==> src/rtl/regfile_ctrl_pkg.sv <==
// Shared definitions for the regfile access controller: FSM state encoding
// and command opcode values.
package regfile_ctrl_pkg;

    typedef enum logic [2:0] {
        INIT = 3'd0,
        IDLE = 3'd1,
        WR   = 3'd2,
        RD   = 3'd3,
        RESP = 3'd4
    } state_t;

    localparam logic OP_READ  = 1'b0;
    localparam logic OP_WRITE = 1'b1;

endpackage

==> src/rtl/regfile_ctrl_init_seq.sv <==
// Post-reset clear sequencer for the regfile controller. Walks the clear
// address from 1 up to the top entry, one step per cycle while enabled, and
// raises done once the top entry has been issued. Only instantiated when
// REGFILE_CTRL_INIT_EN is defined.
module regfile_init_seq
    #(parameter int N = 3)
    (
        input  logic         clk,
        input  logic         rst,
        input  logic         en,
        output logic [N-1:0] addr,
        output logic         last,
        output logic         done
    );

    import regfile_ctrl_pkg::*;

    // Entry 0 is hard-wired, so the walk ends on the all-ones address.
    assign last = (addr == '1);

    // Advance the clear address each enabled cycle and latch completion.
    // NOTE: sequential state uses non-blocking assignments so every register
    // samples pre-edge values regardless of statement order.
    always_ff @(posedge clk or negedge rst) begin
        if (!rst) begin
            addr <= N'(1);
            done <= 1'b0;
        end else if (en && !done) begin
            addr <= addr + N'(1);
            if (last) begin
                done <= 1'b1;
            end
        end
    end

endmodule

==> src/rtl/regfile_ctrl.sv <==
// Command-driven access controller owning the regfile write port and both
// read ports. Commands arrive over valid/ready; read data is returned on a
// held valid/ready response port. Defining REGFILE_CTRL_INIT_EN adds a
// post-reset pass that zeroes every writable register before IDLE.
module regfile_ctrl
    #(
        parameter int N = 3,
        parameter int W = 8
    )
    (
        input  logic         clk,
        input  logic         rst,
        input  logic         cmd_valid,
        output logic         cmd_ready,
        input  logic         cmd_op,
        input  logic [N-1:0] cmd_rd,
        input  logic [N-1:0] cmd_rs1,
        input  logic [N-1:0] cmd_rs2,
        input  logic [W-1:0] cmd_data,
        output logic         rf_we,
        output logic [N-1:0] rf_addr_rd,
        output logic [N-1:0] rf_addr_rs1,
        output logic [N-1:0] rf_addr_rs2,
        output logic [W-1:0] rf_data_in,
        input  logic [W-1:0] rf_rs1,
        input  logic [W-1:0] rf_rs2,
        output logic         rsp_valid,
        input  logic         rsp_ready,
        output logic [W-1:0] rsp_rs1,
        output logic [W-1:0] rsp_rs2,
        output logic         init_done
    );

    import regfile_ctrl_pkg::*;

`ifdef REGFILE_CTRL_INIT_EN
    localparam state_t RESET_STATE = INIT;
`else
    localparam state_t RESET_STATE = IDLE;
`endif

    state_t         state_q;
    state_t         state_d;

    logic           rf_we_d;
    logic [N-1:0]   rf_addr_rd_d;
    logic [N-1:0]   rf_addr_rs1_d;
    logic [N-1:0]   rf_addr_rs2_d;
    logic [W-1:0]   rf_data_in_d;
    logic           rsp_valid_d;
    logic [W-1:0]   rsp_rs1_d;
    logic [W-1:0]   rsp_rs2_d;

`ifdef REGFILE_CTRL_INIT_EN
    logic [N-1:0]   init_addr;
    logic           init_last;
    logic           init_seq_done;

    regfile_init_seq #(.N(N)) u_init_seq (
        .clk  (clk),
        .rst  (rst),
        .en   (state_q == INIT),
        .addr (init_addr),
        .last (init_last),
        .done (init_seq_done)
    );

    assign init_done = init_seq_done;
`else
    // Without the clear pass the controller is usable straight out of reset.
    assign init_done = 1'b1;
`endif

    // Commands are only taken while idle; the sender holds them otherwise.
    assign cmd_ready = (state_q == IDLE);

    // Next-state and next-output decode; rf_we is a one-cycle pulse, every
    // other registered output holds unless this state updates it.
    // NOTE: every signal gets a default before the case so no path leaves
    // one unassigned, which would otherwise infer a latch.
    always_comb begin
        state_d       = state_q;
        rf_we_d       = 1'b0;
        rf_addr_rd_d  = rf_addr_rd;
        rf_addr_rs1_d = rf_addr_rs1;
        rf_addr_rs2_d = rf_addr_rs2;
        rf_data_in_d  = rf_data_in;
        rsp_valid_d   = rsp_valid;
        rsp_rs1_d     = rsp_rs1;
        rsp_rs2_d     = rsp_rs2;

        case (state_q)
            INIT: begin
`ifdef REGFILE_CTRL_INIT_EN
                rf_we_d      = 1'b1;
                rf_addr_rd_d = init_addr;
                rf_data_in_d = '0;
                if (init_last) begin
                    state_d = IDLE;
                end
`else
                state_d = IDLE;
`endif
            end

            IDLE: begin
                if (cmd_valid) begin
                    if (cmd_op == OP_WRITE) begin
                        // Register 0 is read-only: address and data are still
                        // latched, but no write strobe is issued.
                        rf_we_d      = (cmd_rd != '0);
                        rf_addr_rd_d = cmd_rd;
                        rf_data_in_d = cmd_data;
                        state_d      = WR;
                    end else begin
                        rf_addr_rs1_d = cmd_rs1;
                        rf_addr_rs2_d = cmd_rs2;
                        state_d       = RD;
                    end
                end
            end

            WR: begin
                state_d = IDLE;
            end

            RD: begin
                rsp_rs1_d   = rf_rs1;
                rsp_rs2_d   = rf_rs2;
                rsp_valid_d = 1'b1;
                state_d     = RESP;
            end

            RESP: begin
                if (rsp_ready) begin
                    rsp_valid_d = 1'b0;
                    state_d     = IDLE;
                end
            end

            default: begin
                state_d = IDLE;
            end
        endcase
    end

    // State and registered-output update; reset aborts any command in flight.
    always_ff @(posedge clk or negedge rst) begin
        if (!rst) begin
            state_q     <= RESET_STATE;
            rf_we       <= 1'b0;
            rf_addr_rd  <= '0;
            rf_addr_rs1 <= '0;
            rf_addr_rs2 <= '0;
            rf_data_in  <= '0;
            rsp_valid   <= 1'b0;
            rsp_rs1     <= '0;
            rsp_rs2     <= '0;
        end else begin
            state_q     <= state_d;
            rf_we       <= rf_we_d;
            rf_addr_rd  <= rf_addr_rd_d;
            rf_addr_rs1 <= rf_addr_rs1_d;
            rf_addr_rs2 <= rf_addr_rs2_d;
            rf_data_in  <= rf_data_in_d;
            rsp_valid   <= rsp_valid_d;
            rsp_rs1     <= rsp_rs1_d;
            rsp_rs2     <= rsp_rs2_d;
        end
    end

endmodule

==> config.mk <==
export PLATFORM = sky130hd
export DESIGN_NAME = regfile_ctrl
export DESIGN_NICKNAME = d
export VERILOG_FILES = /design/src/rtl/regfile_ctrl_pkg.sv /design/src/rtl/regfile_ctrl_init_seq.sv /design/src/rtl/regfile_ctrl.sv
export SDC_FILE = /design/constraint.sdc
export NUM_CORES = 1
export LEC_CHECK = 0
export CORE_MARGIN = 1.5
export CORE_UTILIZATION = 43
export CTS_CLUSTER_DIAMETER = 100
export DETAILED_ROUTE_END_ITERATION = 8
export PLACE_DENSITY = 0.84
export SYNTH_ARGS = -nofsm -noshare
export SYNTH_HDL_FRONTEND = slang
export SYNTH_SLANG_ARGS = --single-unit
==> constraint.sdc <==
create_clock -name clk -period 4 [get_ports clk]
set_input_delay 0.8 -clock clk [delete_from_list [all_inputs] [get_ports clk]]
set_output_delay 0.8 -clock clk [all_outputs]
set_load 0.05 [all_outputs]
* After elaboration in Yosys (flattened, before gate mapping)
Cells that the tools add are included.
** Word-level totals
- Register bits :: 38
- Bits in latches :: 0
- RAM bits :: 0
- Bits in read-only memories :: 0
- Input port bits :: 38
- Word-level logic and storage cells :: 30
- Memories :: 0
** Cells by class
- Add/sub/neg operators :: 0
- Multiply operators :: 0
- Div/mod/pow operators :: 0
- $lt $le $gt $ge :: 0
- Equality and inequality tests :: 5
- Shift-type cells :: 0
- Muxes and demuxes :: 9
- Bitwise operators :: 1
- Reduce and logical (&&, ||, !) cells :: 6
** Operators with widths (number)
- case mux 3 bit (3 select lines) :: 1
- 2-to-1 mux 3 bit :: 2
- AND reduction 3 bit :: 2
- 2-to-1 mux 1 bit :: 5
- inequality test 2 bit (second input constant) :: 2
- AND reduction 2 bit :: 2
- equality test 3 x 1 -> 1 bit (second input constant) :: 1
- equality test 3 x 2 -> 1 bit (second input constant) :: 1
- equality test 3 bit (second input constant) :: 1
- nonzero test 3 bit :: 1
- case mux 1 bit (2 select lines) :: 1
- nonzero test 2 bit :: 1
- inverter 1 bit :: 1

* Depth between registers and ports, before layout
- Depth after elaboration :: 4
- Depth in mapped cells :: 4

* Least setup slack after synthesis
No wires, ideal clock.
- Kind :: reg-to-output
- From :: reg state_q[0]
- To :: out cmd_ready
- Data arrival time :: 1.243 ns
- Data required time :: 3.200 ns
- Setup slack :: 1.957 ns
- Cell stages (with the launch flop) :: 3
- Path buffers :: 0
- Path through :: dfstp_2 -> nand2b_1 -> nor2_1
** On the way
- Cells in the longest elaborated chain, start to end :: 1
** Ends and longest elaborated chain
- start: declaration :: RTL line regfile_ctrl.sv:42 : state_t state_q;
- start signal: assignment :: RTL line regfile_ctrl.sv:160 : state_q <= state_d;
- equality test 3 x 1 -> 1 bit :: RTL line regfile_ctrl.sv:75 : assign cmd_ready = (state_q == IDLE);
- end: declaration :: RTL line regfile_ctrl.sv:14 : output logic cmd_ready,
Every way passes these cells.

* Worst setup path in the final report
Ends and elaborated chain as after synthesis.

==> summary.txt <==
Clocking
  – Cts hold-fix bufs: 0
  – Worst skew pair latency: 0.34 ns
  – Max clock buf depth: 2
  – # H-tree levels: 2
  – CTS tree: yes
  – CTS resizes: 0
  – Sink Count: 38
  – CTS buffer count: 5
  – Root Buffer: clkbuf_4
  – Clock-pin slew on the worst setup and hold paths: 0.11 ns
  – Postcts setup bufs: 0

Placement
  – Post-DP HPWL: 2450 um
  – Place WS: 1.68 ns
  – Placed Cells: 208
  – GP Congestion: 0.658
  – I/O Buffers: 73

STA
  – Max-slew headroom: 46.5%
  – Max-slew violations: 0
  – Setup Skew: 0.0115 ns
  – Final Hold Viols: 0
  – TNS Setup: 0 ns
  – Worst slew pin tran: 0.803 ns
  – Final period utilization: 66.8%
  – Final setup margin: 1.33 ns
  – Max Freq: 374 MHz
  – Minimum clock period: 2.67 ns
  – Number of setup violations in the final report: 0
  – RSZ-0062 raised after global routing: no

Setup path
  – Setup crit end kind: output port
  – Largest fanout on the critical path: 5
  – Slowest stage cell, crit path: clkdlybuf4s50_1
  – CP Launch Type: flip-flop
  – Critical Path AT: 1.87 ns
  – CP max stage delay: 0.82 ns
  – Buf/Inv on CP: 1
  – Largest delay contributor family on the critical path: buffers and inverters
  – Critical path type: reg -> out
  – Worst path cell trace: nand2b_1, nor2_1, clkdlybuf4s50_1
  – Required time of the critical path: 3.20 ns

Synth
  – Mean post-synth cell area: 16.6 sq um
  – Synth Area in Compound Gates: 1.78%
  – Post-synth top flop: dfrtp_1
  – Register area share after synthesis: 61.7%
  – Mapped Cells: 93
  – Mux contribution to synthesized area: 27.7%
  – Post-Synth Simple-Gate Area: 6.16%
  – Largest family of logic cells by synthesized area: multiplexers
  – Register bit count reported by yosys: 38
  – Synth Area in XOR/XNOR: 0%
  – YS warnings: 0
  – Syn nets: 131
  – Fraction of registers with async set/reset: 100%
  – Number of synthesized flops with an enable pin: 0
  – Cell Area, Synth: 1540 sq um
  – Library cells used by synthesis: 19
  – Synthesized-area fraction occupied by adder cells: 0%

Cells and area
  – Filler cells: 222
  – Antenna diodes: 0
  – Post-Layout Cell Count: 216
  – Area growth, synth to finish: 53.3%
  – Nets@finish: 207
  – Ratio of cells with drive above 1 in the final layout: 27.6%

Global routing
  – Antenna violations before repair: 0
  – Gr usage total: 18.1%
  – Global-route wire length before repair: 5440 um
  – Total congestion overflow: 0
  – Largest net degree at the start of global routing: 39
  – Vias in the first global route: 1138

Detailed routing
  – Antenna Nets Post-Route: 0
  – Iteration-0 DRC Markers: 27
  – # DRC: 0
  – DR vias: 1022
  – Via density: 4.73
  – Wirelength per Cell: 15.1 um
  – Drt total wl: 3260 um
  – First drt pass iteration count: 2

Die
  – Die ar.: 3960 sq um
  – Io pins: 75
  – Die span in y: 62.9 um
  – Initial Util: 45.6%
  – Die width: 62.9 um
  – FP Rows: 21
  – Core Area: 3390 sq um

Worst hold path
  – Hold Path Class: reg -> reg

Flow run
  – MaxCap Viol Count: 0

Status
  – Status: finished clean
[worst reg2reg max path: cells and delay by family (launching register included)]
| kind | cells | cell delay (ns) |
|---|---|---|
| DFF | 1 | 0.57 |
| muxes | 1 | 0.33 |
| and+or+nand+nor | 2 | 0.56 |
[per-stage QoR]
stage | cell area [sq um] | hold slack, ns | util (%)
finish | 2370 | 0.519 | 69.8
global route | 2370 | 0.533 | 69.8
CTS | 2370 | 0.519 | 69.8
detailed placement | 2290 | 0.493 | 67.6
global placement | 2290 | 0.486 | 67.6
floorplan | 1540 | 0.504 | -
[flip-flops by register name (all words and copies together) (netlist names)]
name and cells:
rf_addr_rs2 3, rf_data_in 8, rf_addr_rd 3, state_q 3, rf_we 1, rf_addr_rs1 3, rsp_rs1 8, rsp_valid 1
rsp_rs2 8
[cells by family after synthesis]
| family | Yosys count |
|---|---|
| AND/OR/NAND/NOR | 13 |
| multiplexers | 33 |
| other | 1 |
| flip-flops | 38 |
| buffers and inverters | 4 |
| AO/OA/AOI/OAI | 4 |
[worst paths after layout]
| kind | startpoint | end | slack (ns) | cells after the start |
|---|---|---|---|---|
| max in group asynchronous | rst | rf_data_in[6] | 2.95 | 1 |
| max | state_q[0] | cmd_ready | 1.33 | 3 |
| min | rsp_rs2[1] | rsp_rs2[1] | 0.52 | 1 |
| max reg2reg | state_q[0] | rf_addr_rs1[1] | 2.44 | 3 |
| min in group asynchronous | rst | rsp_rs2[6] | 0.54 | 1 |
| min reg2reg | rsp_rs2[1] | rsp_rs2[1] | 0.52 | 1 |
[metal layers]
layer  routed length [um]  GRT usage, %
met1                 1340          21.3
met2                 1650          30.6
met3                  221          5.95
met4                   48          6.67
met5                    0             0
[layout make-up]
| cell class | instances | area [sq um] | area share [%] |
|---|---|---|---|
| clock buffer | 5 | 37.5 | 1.59 |
| clock inverter | 3 | 40.0 | 1.69 |
| multi-input combinational | 51 | 554 | 23.4 |
| sequential | 38 | 952 | 40.2 |
| tap | 46 | 57.6 | 2.43 |
| timing repair buffer | 73 | 726 | 30.7 |
[cell usage after synthesis (all sizes together), types with 2 or more instances]
cell	n	area, sq um
a21oi	2	10.0
dfrtp	37	926
buf	4	37.5
nand2b	2	12.5
mux2	33	428
nand2	2	17.5
nor2	4	15.0
[cell usage in the layout (no fill, tap or decap), drive strengths merged]
master / synthesis / final
a21oi: 2 / 2
and2b: 1 / 1
and4bb: 1 / 1
buf: 4 / 1
bufinv: 0 / 1
clkbuf: 0 / 5
clkdlybuf4s50: 0 / 72
clkinv: 0 / 2
conb: 1 / 1
dfrtp: 37 / 37
dfstp: 1 / 1
mux2: 33 / 33
nand2: 2 / 2
nand2b: 2 / 2
nand3b: 1 / 1
nor2: 4 / 4
nor2b: 1 / 1
nor3: 1 / 1
o31ai: 1 / 1
o32a: 1 / 1
Power is not shown: default switching activity piles up to over one toggle a cycle in this logic, so the estimate is an artifact.
